$ cat src/rtl/apb_pkg.sv
// Shared definitions for the APB requester and the software/bench side:
// FSM state encoding, timer register map and a counter-width helper.
package apb_pkg;

    typedef enum logic [1:0] {
        ST_IDLE   = 2'b00,
        ST_SETUP  = 2'b01,
        ST_ACCESS = 2'b10,
        ST_RESP   = 2'b11
    } apb_state_e;

    localparam logic [2:0] TCNT = 3'd1;
    localparam logic [2:0] TDR  = 3'd2;
    localparam logic [2:0] TCR  = 3'd3;
    localparam logic [2:0] TSR  = 3'd4;

    // At least one bit so a disabled timeout (limit 0) still yields a legal vector.
    function automatic int cnt_width(input int limit);
        return (limit < 1) ? 1 : $clog2(limit + 1);
    endfunction

endpackage

$ cat src/rtl/apb_master_ctrl_if.sv
// Command/response and APB bus bundle for apb_master_ctrl.
// The master modport is the requester's view, the slave modport is the environment's view.
interface apb_master_ctrl_if #(
    parameter int ADDR_WIDTH = 3,
    parameter int DATA_WIDTH = 8
);
    logic                  cmd_valid;
    logic                  cmd_ready;
    logic                  cmd_write;
    logic [ADDR_WIDTH-1:0] cmd_addr;
    logic [DATA_WIDTH-1:0] cmd_wdata;
    logic                  rsp_valid;
    logic [DATA_WIDTH-1:0] rsp_rdata;
    logic                  rsp_err;
    logic                  rsp_timeout;
    logic                  psel;
    logic                  penable;
    logic                  pwrite;
    logic [ADDR_WIDTH-1:0] paddr;
    logic [DATA_WIDTH-1:0] pwdata;
    logic [DATA_WIDTH-1:0] prdata;
    logic                  pready;
    logic                  pslverr;

    modport master (
        input  cmd_valid, cmd_write, cmd_addr, cmd_wdata, prdata, pready, pslverr,
        output cmd_ready, rsp_valid, rsp_rdata, rsp_err, rsp_timeout,
               psel, penable, pwrite, paddr, pwdata
    );

    modport slave (
        output cmd_valid, cmd_write, cmd_addr, cmd_wdata, prdata, pready, pslverr,
        input  cmd_ready, rsp_valid, rsp_rdata, rsp_err, rsp_timeout,
               psel, penable, pwrite, paddr, pwdata
    );

endinterface

$ cat src/rtl/apb_timeout_counter.sv
// Saturating wait-state counter; expired_o flags the cycle whose pready=0 edge
// would be the limit-th wait. A limit of 0 never expires.
module apb_timeout_counter
    import apb_pkg::*;
#(
    parameter int TIMEOUT_CYCLES = 16,
    localparam int CNT_W = cnt_width(TIMEOUT_CYCLES)
) (
    input  logic             pclk,
    input  logic             preset_n,
    input  logic             enable_i,
    input  logic             clear_i,
    input  logic [CNT_W-1:0] limit_i,
    output logic             expired_o
);

    logic [CNT_W-1:0] count_q;
    logic [CNT_W-1:0] count_d;

    // next count: clear has priority, increment saturates at all-ones
    always_comb begin
        count_d = count_q;
        if (clear_i) begin
            count_d = {CNT_W{1'b0}};
        end else if (enable_i && (count_q != {CNT_W{1'b1}})) begin
            count_d = count_q + CNT_W'(1'b1);
        end else begin
            count_d = count_q;
        end
    end

    // count register
    always_ff @(posedge pclk or negedge preset_n) begin
        if (!preset_n) begin
            count_q <= {CNT_W{1'b0}};
        end else begin
            count_q <= count_d;
        end
    end

    assign expired_o = (limit_i != {CNT_W{1'b0}}) &&
                       (count_q >= (limit_i - CNT_W'(1'b1)));

endmodule

$ cat src/rtl/apb_master_ctrl.sv
// APB3 requester: one valid/ready command becomes one APB transfer, the
// result is reported as a single-cycle response; hung slaves are timed out.
module apb_master_ctrl
    import apb_pkg::*;
#(
    parameter int ADDR_WIDTH     = 3,
    parameter int DATA_WIDTH     = 8,
    parameter int TIMEOUT_CYCLES = 16
) (
    input  logic                 pclk,
    input  logic                 preset_n,
    apb_master_ctrl_if.master    bus
);

    localparam int CNT_W = cnt_width(TIMEOUT_CYCLES);

    apb_state_e            state_q;
    logic                  cmd_ready_q;
    logic                  psel_q;
    logic                  penable_q;
    logic                  pwrite_q;
    logic [ADDR_WIDTH-1:0] paddr_q;
    logic [DATA_WIDTH-1:0] pwdata_q;
    logic                  rsp_valid_q;
    logic [DATA_WIDTH-1:0] rsp_rdata_q;
    logic                  rsp_err_q;
    logic                  rsp_timeout_q;

    logic accept_s;
    logic wait_s;
    logic expired_s;

    assign accept_s = (state_q == ST_IDLE) && cmd_ready_q && bus.cmd_valid;
    assign wait_s   = (state_q == ST_ACCESS) && !bus.pready;

    apb_timeout_counter #(
        .TIMEOUT_CYCLES(TIMEOUT_CYCLES)
    ) u_timeout (
        .pclk     (pclk),
        .preset_n (preset_n),
        .enable_i (wait_s),
        .clear_i  (accept_s),
        .limit_i  (CNT_W'(TIMEOUT_CYCLES)),
        .expired_o(expired_s)
    );

    // transfer sequencer; every bus and response output is a register here
    always_ff @(posedge pclk or negedge preset_n) begin
        if (!preset_n) begin
            state_q       <= ST_IDLE;
            cmd_ready_q   <= 1'b0;
            psel_q        <= 1'b0;
            penable_q     <= 1'b0;
            pwrite_q      <= 1'b0;
            paddr_q       <= {ADDR_WIDTH{1'b0}};
            pwdata_q      <= {DATA_WIDTH{1'b0}};
            rsp_valid_q   <= 1'b0;
            rsp_rdata_q   <= {DATA_WIDTH{1'b0}};
            rsp_err_q     <= 1'b0;
            rsp_timeout_q <= 1'b0;
        end else begin
            rsp_valid_q <= 1'b0;
            case (state_q)
                ST_IDLE: begin
                    if (accept_s) begin
                        state_q     <= ST_SETUP;
                        cmd_ready_q <= 1'b0;
                        psel_q      <= 1'b1;
                        pwrite_q    <= bus.cmd_write;
                        paddr_q     <= bus.cmd_addr;
                        pwdata_q    <= bus.cmd_wdata;
                    end else begin
                        cmd_ready_q <= 1'b1;
                    end
                end
                ST_SETUP: begin
                    state_q   <= ST_ACCESS;
                    penable_q <= 1'b1;
                end
                ST_ACCESS: begin
                    // pready wins over an expiring timeout on the same edge
                    if (bus.pready) begin
                        state_q       <= ST_RESP;
                        psel_q        <= 1'b0;
                        penable_q     <= 1'b0;
                        rsp_valid_q   <= 1'b1;
                        rsp_rdata_q   <= pwrite_q ? {DATA_WIDTH{1'b0}} : bus.prdata;
                        rsp_err_q     <= bus.pslverr;
                        rsp_timeout_q <= 1'b0;
                    end else if (expired_s) begin
                        state_q       <= ST_RESP;
                        psel_q        <= 1'b0;
                        penable_q     <= 1'b0;
                        rsp_valid_q   <= 1'b1;
                        rsp_rdata_q   <= {DATA_WIDTH{1'b0}};
                        rsp_err_q     <= 1'b1;
                        rsp_timeout_q <= 1'b1;
                    end else begin
                        state_q <= ST_ACCESS;
                    end
                end
                ST_RESP: begin
                    state_q     <= ST_IDLE;
                    cmd_ready_q <= 1'b1;
                end
                default: begin
                    state_q     <= ST_IDLE;
                    cmd_ready_q <= 1'b0;
                    psel_q      <= 1'b0;
                    penable_q   <= 1'b0;
                end
            endcase
        end
    end

    assign bus.cmd_ready   = cmd_ready_q;
    assign bus.psel        = psel_q;
    assign bus.penable     = penable_q;
    assign bus.pwrite      = pwrite_q;
    assign bus.paddr       = paddr_q;
    assign bus.pwdata      = pwdata_q;
    assign bus.rsp_valid   = rsp_valid_q;
    assign bus.rsp_rdata   = rsp_rdata_q;
    assign bus.rsp_err     = rsp_err_q;
    assign bus.rsp_timeout = rsp_timeout_q;

endmodule

$ cat src/flat_wrapper.sv
// flat-port wrapper written by rule: the top's interface ports become plain ports
module apb_master_ctrl_flat import apb_pkg::*;
#(
    parameter int ADDR_WIDTH     = 3,
    parameter int DATA_WIDTH     = 8,
    parameter int TIMEOUT_CYCLES = 16
)
  (pclk, preset_n, bus_cmd_valid, bus_cmd_write, bus_cmd_addr, bus_cmd_wdata, bus_prdata, bus_pready, bus_pslverr, bus_cmd_ready, bus_rsp_valid, bus_rsp_rdata, bus_rsp_err, bus_rsp_timeout, bus_psel, bus_penable, bus_pwrite, bus_paddr, bus_pwdata);
  apb_master_ctrl_if #(.ADDR_WIDTH(ADDR_WIDTH), .DATA_WIDTH(DATA_WIDTH)) bus_i ();
  input  logic pclk;
  input  logic preset_n;
  input wire logic [$bits(bus_i.cmd_valid)-1:0] bus_cmd_valid;
  input wire logic [$bits(bus_i.cmd_write)-1:0] bus_cmd_write;
  input wire logic [$bits(bus_i.cmd_addr)-1:0] bus_cmd_addr;
  input wire logic [$bits(bus_i.cmd_wdata)-1:0] bus_cmd_wdata;
  input wire logic [$bits(bus_i.prdata)-1:0] bus_prdata;
  input wire logic [$bits(bus_i.pready)-1:0] bus_pready;
  input wire logic [$bits(bus_i.pslverr)-1:0] bus_pslverr;
  output wire logic [$bits(bus_i.cmd_ready)-1:0] bus_cmd_ready;
  output wire logic [$bits(bus_i.rsp_valid)-1:0] bus_rsp_valid;
  output wire logic [$bits(bus_i.rsp_rdata)-1:0] bus_rsp_rdata;
  output wire logic [$bits(bus_i.rsp_err)-1:0] bus_rsp_err;
  output wire logic [$bits(bus_i.rsp_timeout)-1:0] bus_rsp_timeout;
  output wire logic [$bits(bus_i.psel)-1:0] bus_psel;
  output wire logic [$bits(bus_i.penable)-1:0] bus_penable;
  output wire logic [$bits(bus_i.pwrite)-1:0] bus_pwrite;
  output wire logic [$bits(bus_i.paddr)-1:0] bus_paddr;
  output wire logic [$bits(bus_i.pwdata)-1:0] bus_pwdata;
  assign bus_i.cmd_valid = bus_cmd_valid;
  assign bus_i.cmd_write = bus_cmd_write;
  assign bus_i.cmd_addr = bus_cmd_addr;
  assign bus_i.cmd_wdata = bus_cmd_wdata;
  assign bus_i.prdata = bus_prdata;
  assign bus_i.pready = bus_pready;
  assign bus_i.pslverr = bus_pslverr;
  assign bus_cmd_ready = bus_i.cmd_ready;
  assign bus_rsp_valid = bus_i.rsp_valid;
  assign bus_rsp_rdata = bus_i.rsp_rdata;
  assign bus_rsp_err = bus_i.rsp_err;
  assign bus_rsp_timeout = bus_i.rsp_timeout;
  assign bus_psel = bus_i.psel;
  assign bus_penable = bus_i.penable;
  assign bus_pwrite = bus_i.pwrite;
  assign bus_paddr = bus_i.paddr;
  assign bus_pwdata = bus_i.pwdata;
  apb_master_ctrl #(.ADDR_WIDTH(ADDR_WIDTH), .DATA_WIDTH(DATA_WIDTH), .TIMEOUT_CYCLES(TIMEOUT_CYCLES)) u_core (.pclk(pclk), .preset_n(preset_n), .bus(bus_i));
endmodule
$ cat config.mk
export PLATFORM = sky130hd
export DESIGN_NAME = apb_master_ctrl_flat
export DESIGN_NICKNAME = d
export VERILOG_FILES = /design/src/rtl/apb_pkg.sv /design/src/rtl/apb_master_ctrl_if.sv /design/src/rtl/apb_timeout_counter.sv /design/src/rtl/apb_master_ctrl.sv /design/src/flat_wrapper.sv
export SDC_FILE = /design/constraint.sdc
export NUM_CORES = 1
export LEC_CHECK = 0
export CORE_ASPECT_RATIO = 1.25
export CORE_UTILIZATION = 44
export CTS_CLUSTER_DIAMETER = 120
export DETAILED_ROUTE_END_ITERATION = 12
export GPL_ROUTABILITY_DRIVEN = 0
export GPL_TIMING_DRIVEN = 1
export HOLD_SLACK_MARGIN = 0.05
export PLACE_DENSITY_LB_ADDON = 0.05
export SYNTH_ARGS = -nofsm -noshare
export SYNTH_HDL_FRONTEND = slang
export SYNTH_SLANG_ARGS = --single-unit
$ cat constraint.sdc
create_clock -name pclk -period 2.2 [get_ports pclk]
set_input_delay 0.66 -clock pclk [delete_from_list [all_inputs] [get_ports pclk]]
set_output_delay 0.66 -clock pclk [all_outputs]
set_load 0.02 [all_outputs]
======== After elaboration in Yosys (flattened, before gate mapping) ========
Cells that the tools add are included.
cells by class
  $add $sub $neg .......................... 1
  $lt $le $gt $ge ......................... 1
  equality and inequality tests ........... 6
  multiplexer cells ....................... 22
  reductions and logical operators ........ 15
operators with widths
  cell                                                               count
  2-to-1 mux 8 bit                                                   3
  2-to-1 mux 1 bit                                                   11
  2-to-1 mux 5 bit                                                   2
  nonzero test 2 bit                                                 5
  one-hot mux 2 bit (4 select lines)                                 1
  one-hot mux 1 bit (2 select lines)                                 3
  AND reduction 2 bit                                                3
  adder 5 x 1 -> 5 bit, second input constant                        1
  greater-or-equal comparator 5 x 4 -> 1 bit, second input constant  1
  != test 5 bit, second input constant                               1
  equality test 2 bit, second input constant                         2
  logical AND 1 bit                                                  4
  2-to-1 mux 2 bit                                                   2
  != test 3 x 2 -> 1 bit, second input constant                      1
  AND reduction 3 bit                                                1
  equality test 2 x 1 -> 1 bit, second input constant                1
  zero test 2 bit                                                    1
  != test 2 x 1 -> 1 bit, second input constant                      1
  zero test 1 bit                                                    1
word-level totals
  flip-flop bits (word level) ............. 33
  word-level logic and storage cells ...... 57

======== Longest topological paths before layout ========
  depth in word-level cells ............... 5
  gate-level depth with buffers ........... 7
  mapped depth without buffers ............ 7

======== By module ========
From an unflattened synthesis, not the netlist that was laid out.
unflattened totals
  cells, all modules ...................... 143
  area, all modules ....................... 1671.6 µm²
by module, submodules not included
  module               instances  cells each  area an instance (µm²)  sequential area each (µm²)
  apb_master_ctrl      1          98          1246.2                  700.7
  apb_timeout_counter  1          45          425.4                   125.1

======== Least setup slack after synthesis ========
Ideal clock, no wire load.
  path kind ............................... reg-to-reg
  start ................................... reg u_core.u_timeout.count_q[0]
  end ..................................... reg u_core.rsp_err_q, in the netlist u_core.bus.rsp_err
  arrival ................................. 1826 ps
  data required time ...................... 2079 ps
  slack ................................... 253 ps
  stages on the path, launching flop included .. 8
  buffers on the path ..................... 0
  clock period less this slack ............ 1947 ps
  cell sequence ........................... dfrtp_1 ha_1 and3_1 ha_1 or3_1 o21ai_4 inv_2 o22a_1
on the way
  longest elaborated chain between the ends .. 3
RTL lines
  what                                        RTL line                   text
  from (decl)                                 apb_timeout_counter.sv:17  logic [CNT_W-1:0] count_q;
  from (signal assigned)                      apb_timeout_counter.sv:35  count_q <= {CNT_W{1'b0}};
  from (signal assigned)                      apb_timeout_counter.sv:37  count_q <= count_d;
  greater-or-equal comparator 5 x 4 -> 1 bit  apb_timeout_counter.sv:42  (count_q >= (limit_i - CNT_W'(1'b1)));
  nonzero test 2 bit (no source line)         -
  AND reduction 2 bit (no source line)        -
  to (signal assigned)                        apb_master_ctrl.sv:88      rsp_err_q <= bus.pslverr;
  to (decl)                                   apb_master_ctrl.sv:26      logic rsp_err_q;
Every way passes these cells.
A chain may end at the register's enable or synchronous reset.

======== Worst setup path after layout ========
  start ................................... reg u_core.u_timeout.count_q[0]
  end ..................................... reg u_core.u_timeout.count_q[3]
on the way
  longest elaborated chain between the ends .. 3
  elaborated cells on any way between the ends .. 6
  those cells by class .................... add/sub: 1; eq/ne: 1; mux: 2; reduce/logical: 2
RTL lines
  what                                                    RTL line                                              text
  adder 5 x 1 -> 5 bit or != test 5 bit (tied branches)   apb_timeout_counter.sv:26, apb_timeout_counter.sv:25
  2-to-1 mux 5 bit or logical AND 1 bit (tied branches)   apb_timeout_counter.sv:25                             end else if (enable_i && (count_q != {CNT_W{1'b1}})) begin
  2-to-1 mux 5 bit or nonzero test 2 bit (tied branches)  -
Parallel ways exist; a longest one is shown, timed or not. The select of a mux whose other input is x is not followed.

==> qor.txt <==
Detailed-route DRC error count = 0
Iter 0 DRT Violations = 19
RSZ-0062 raised after global routing = no
Final count of hold timing violations = 0
Leakage power = 0.000971 uW
I/O pin count = 51
Storage cell area = 826 um^2
DIE AREA = 3480 um^2
Vias = 1208
Post-synth EDFFs = 0
Post-DRT Antenna Nets = 0
Final WS setup = 109 ps
Count leader, synth = nand2_1
Worst Path Required = 2460 ps
Starting Density = 47.6%
Vias in the first global route = 1216
R2r worst-path depth = 6
Crit path DAT = 2350 ps
Routed vias/inst = 5.18
Largest cells by area after synthesis = dfrtp_1 (58%), nand2_1 (11%), ha_1 (6.1%)
Pre-CTS WS = 77.5 ps
Async SR Flop Fraction = 100%
Setup TNS = 0 ps
# nets final = 228
Synth Flop Type = dfrtp_1
Worst Path Class, Setup = reg -> reg
Core footprint = 3000 um^2
Placed cell area = 2000 um^2
Clock transition at path regs = 90 ps
Hold depth = 2
CTS Hold Buffers Added = 0
Worst Path Max Fanout = 5
Final Max Tran Viols = 0
First-pass GRT wire length = 5.24 mm
Number of setup buffers added after CTS = 0
Antenna cells = 0
Multi-input gate area = 557 um^2
Worst-Margin Slew = 495 ps
Die height = 65.7 um
Clock root cell = clkbuf_4
Row count = 22
GR Overflow Total = 0
Final Cell Area = 2050 um^2
Peak supply drop = 889 uV
H-tree depth = 2
CTS resizes = 0
Yosys cell types = 28
Sequential element share of the synthesized area = 57.8%
Post-synth net total = 168
First-pass detailed-route iteration total = 4
Highest Clock Rate = 478 MHz
Mapped Area = 1430 um^2
GRT Util Overall = 21.0%
Max Cap Viol = 0
Yosys reg bits = 33
Crit. End Element = register
Post-Route WL = 3.10 mm
CTS tree = built
Clock buffer depth = 2
Final Setup Violations = 0
Synth-to-layout area growth = 43.6%
Top cells by instance count after synthesis = nand2_1 (42), dfrtp_1 (33), a22o_1 (9), ha_1 (7), a21oi_1 (6)
WL per Instance = 13.3 um
Syn Area/Cell = 10.5 um^2
Outcome = finished, final reports clean
Area share of the largest cell type after synthesis = 57.8%
Initial antenna violation count = 0
Port Buffers = 50
Worst Setup Start Kind = register
Fraction of layout cells with a size suffix above 1 = 8.12%
Slew margin rel. = 66.9%
DIE WIDTH = 53.0 um
Layout Utilization = 68.4%
Final min period = 2090 ps
Synth Instances = 136
Num CTS Buffers = 5
Clock net sink count = 33
Period utilisation layout = 95.1%
Yosys warnings = 0
DPL Wire Length = 2.34 mm
Fill cells = 244
Max Clock Skew = 5.28 ps
Clk Latency, worst-skew pair = 330 ps
Pin count of the biggest net entering global routing = 34
Worst hold-check path type = reg -> reg
PD cells = 1390 nW/um^2
Hold_ws = 486 ps
Synth area leader = dfrtp_1
-- metal layers --
layer  GRT usage (%)  part of all wire, %  vias to the layer above
li1                -                    -                      581
met1            24.8                   41                      585
met2            35.1                   52                       35
met3            4.86                  5.0                        7
met4            10.2                  2.1                        0
met5               0                    0                        -
-- cell families after synthesis --
kind of cell             synth area share, %
AND/OR/NAND/NOR                         18.8
flip-flops                              57.8
AO/OA/AOI/OAI                           12.0
buffers and inverters                   3.24
adder cells (fa/ha/maj)                 6.13
XOR/XNOR                                1.23
multiplexers                           0.788
-- where the power goes --
group,total (uW),internal (uW),switching (uW),leakage [uW]
registers,1070,880,191,0.000414
logic,1470,731,735,0.000530
clock network,317,127,190,0.0000265
total,2860,1740,1120,0.000971
-- per-stage QoR --
stage	total power, uW	cells
after floorplan	1890	136
after global placement	2500	225
after detailed placement	2560	225
after CTS	2890	233
after global routing	3070	233
final	2860	233
-- sequential cells by signal, summed over array words and instances, names as in the netlist --
name / count
u_core.bus.cmd_ready: 1
u_core.bus.paddr: 3
u_core.bus.penable: 1
u_core.bus.psel: 1
u_core.bus.pwdata: 8
u_core.bus.pwrite: 1
u_core.bus.rsp_err: 1
u_core.bus.rsp_rdata: 8
u_core.bus.rsp_timeout: 1
u_core.bus.rsp_valid: 1
u_core.state_q: 2
u_core.u_timeout.count_q: 5
-- cell usage in the layout (no fill, tap or decap) --
master / Yosys / routed
clkdlybuf4s50_1: 0 / 50
nand2_1: 42 / 42
dfrtp_1: 33 / 33
a22o_1: 9 / 9
ha_1: 7 / 7
buf_4: 0 / 7
a21oi_1: 6 / 6
inv_1: 5 / 5
clkbuf_4: 0 / 5
nor2_1: 4 / 4
o21ai_0: 3 / 3
nor3_1: 3 / 3
clkbuf_1: 2 / 3
or3_1: 2 / 2
and3_1: 2 / 2
xnor2_1: 2 / 2
nand3_1: 2 / 2
and4_1: 1 / 1
o21ai_4: 1 / 1
inv_2: 1 / 1
nor3b_2: 1 / 1
a2bb2oi_1: 1 / 1
nand4_1: 1 / 1
a31oi_1: 1 / 1
o22a_1: 1 / 1
mux2_2: 1 / 1
a211oi_1: 1 / 1
or3b_1: 1 / 1
nor4bb_1: 1 / 1
-- worst max-delay path, cell delays in order (launching register included) --
cell and delay [ps]:
dfrtp_1 450, ha_1 220, and3_1 200, ha_1 240, or3b_1 390, or3_1 370, a21oi_1 150
-- final timing paths --
| kind | startpoint | endpoint | slack [ps] |
|---|---|---|---|
| worst max-delay path | u_core.u_timeout.count_q[0]$_DFFE_PN0P_ | u_core.u_timeout.count_q[3]$_DFFE_PN0P_ | 110 |
| worst min-delay path | u_core.bus.pwdata[1]$_DFFE_PN0P_ | u_core.bus.pwdata[1]$_DFFE_PN0P_ | 490 |
| worst max register to register | u_core.u_timeout.count_q[0]$_DFFE_PN0P_ | u_core.u_timeout.count_q[3]$_DFFE_PN0P_ | 110 |
| worst min register to register | u_core.bus.pwdata[1]$_DFFE_PN0P_ | u_core.bus.pwdata[1]$_DFFE_PN0P_ | 490 |
| max in group asynchronous | preset_n | u_core.u_timeout.count_q[3]$_DFFE_PN0P_ | 1200 |
| min in group asynchronous | preset_n | u_core.bus.rsp_err$_DFFE_PN0P_ | 710 |
-- area by class of cell --
class                      count  share of cell area [%]
inverter                       6                    1.10
clock buffer                   8                    2.38
multi-input combinational     93                    27.1
sequential                    33                    40.2
timing repair buffer          57                    27.0
tap                           36                    2.20
(Power assumes the default switching activity.)
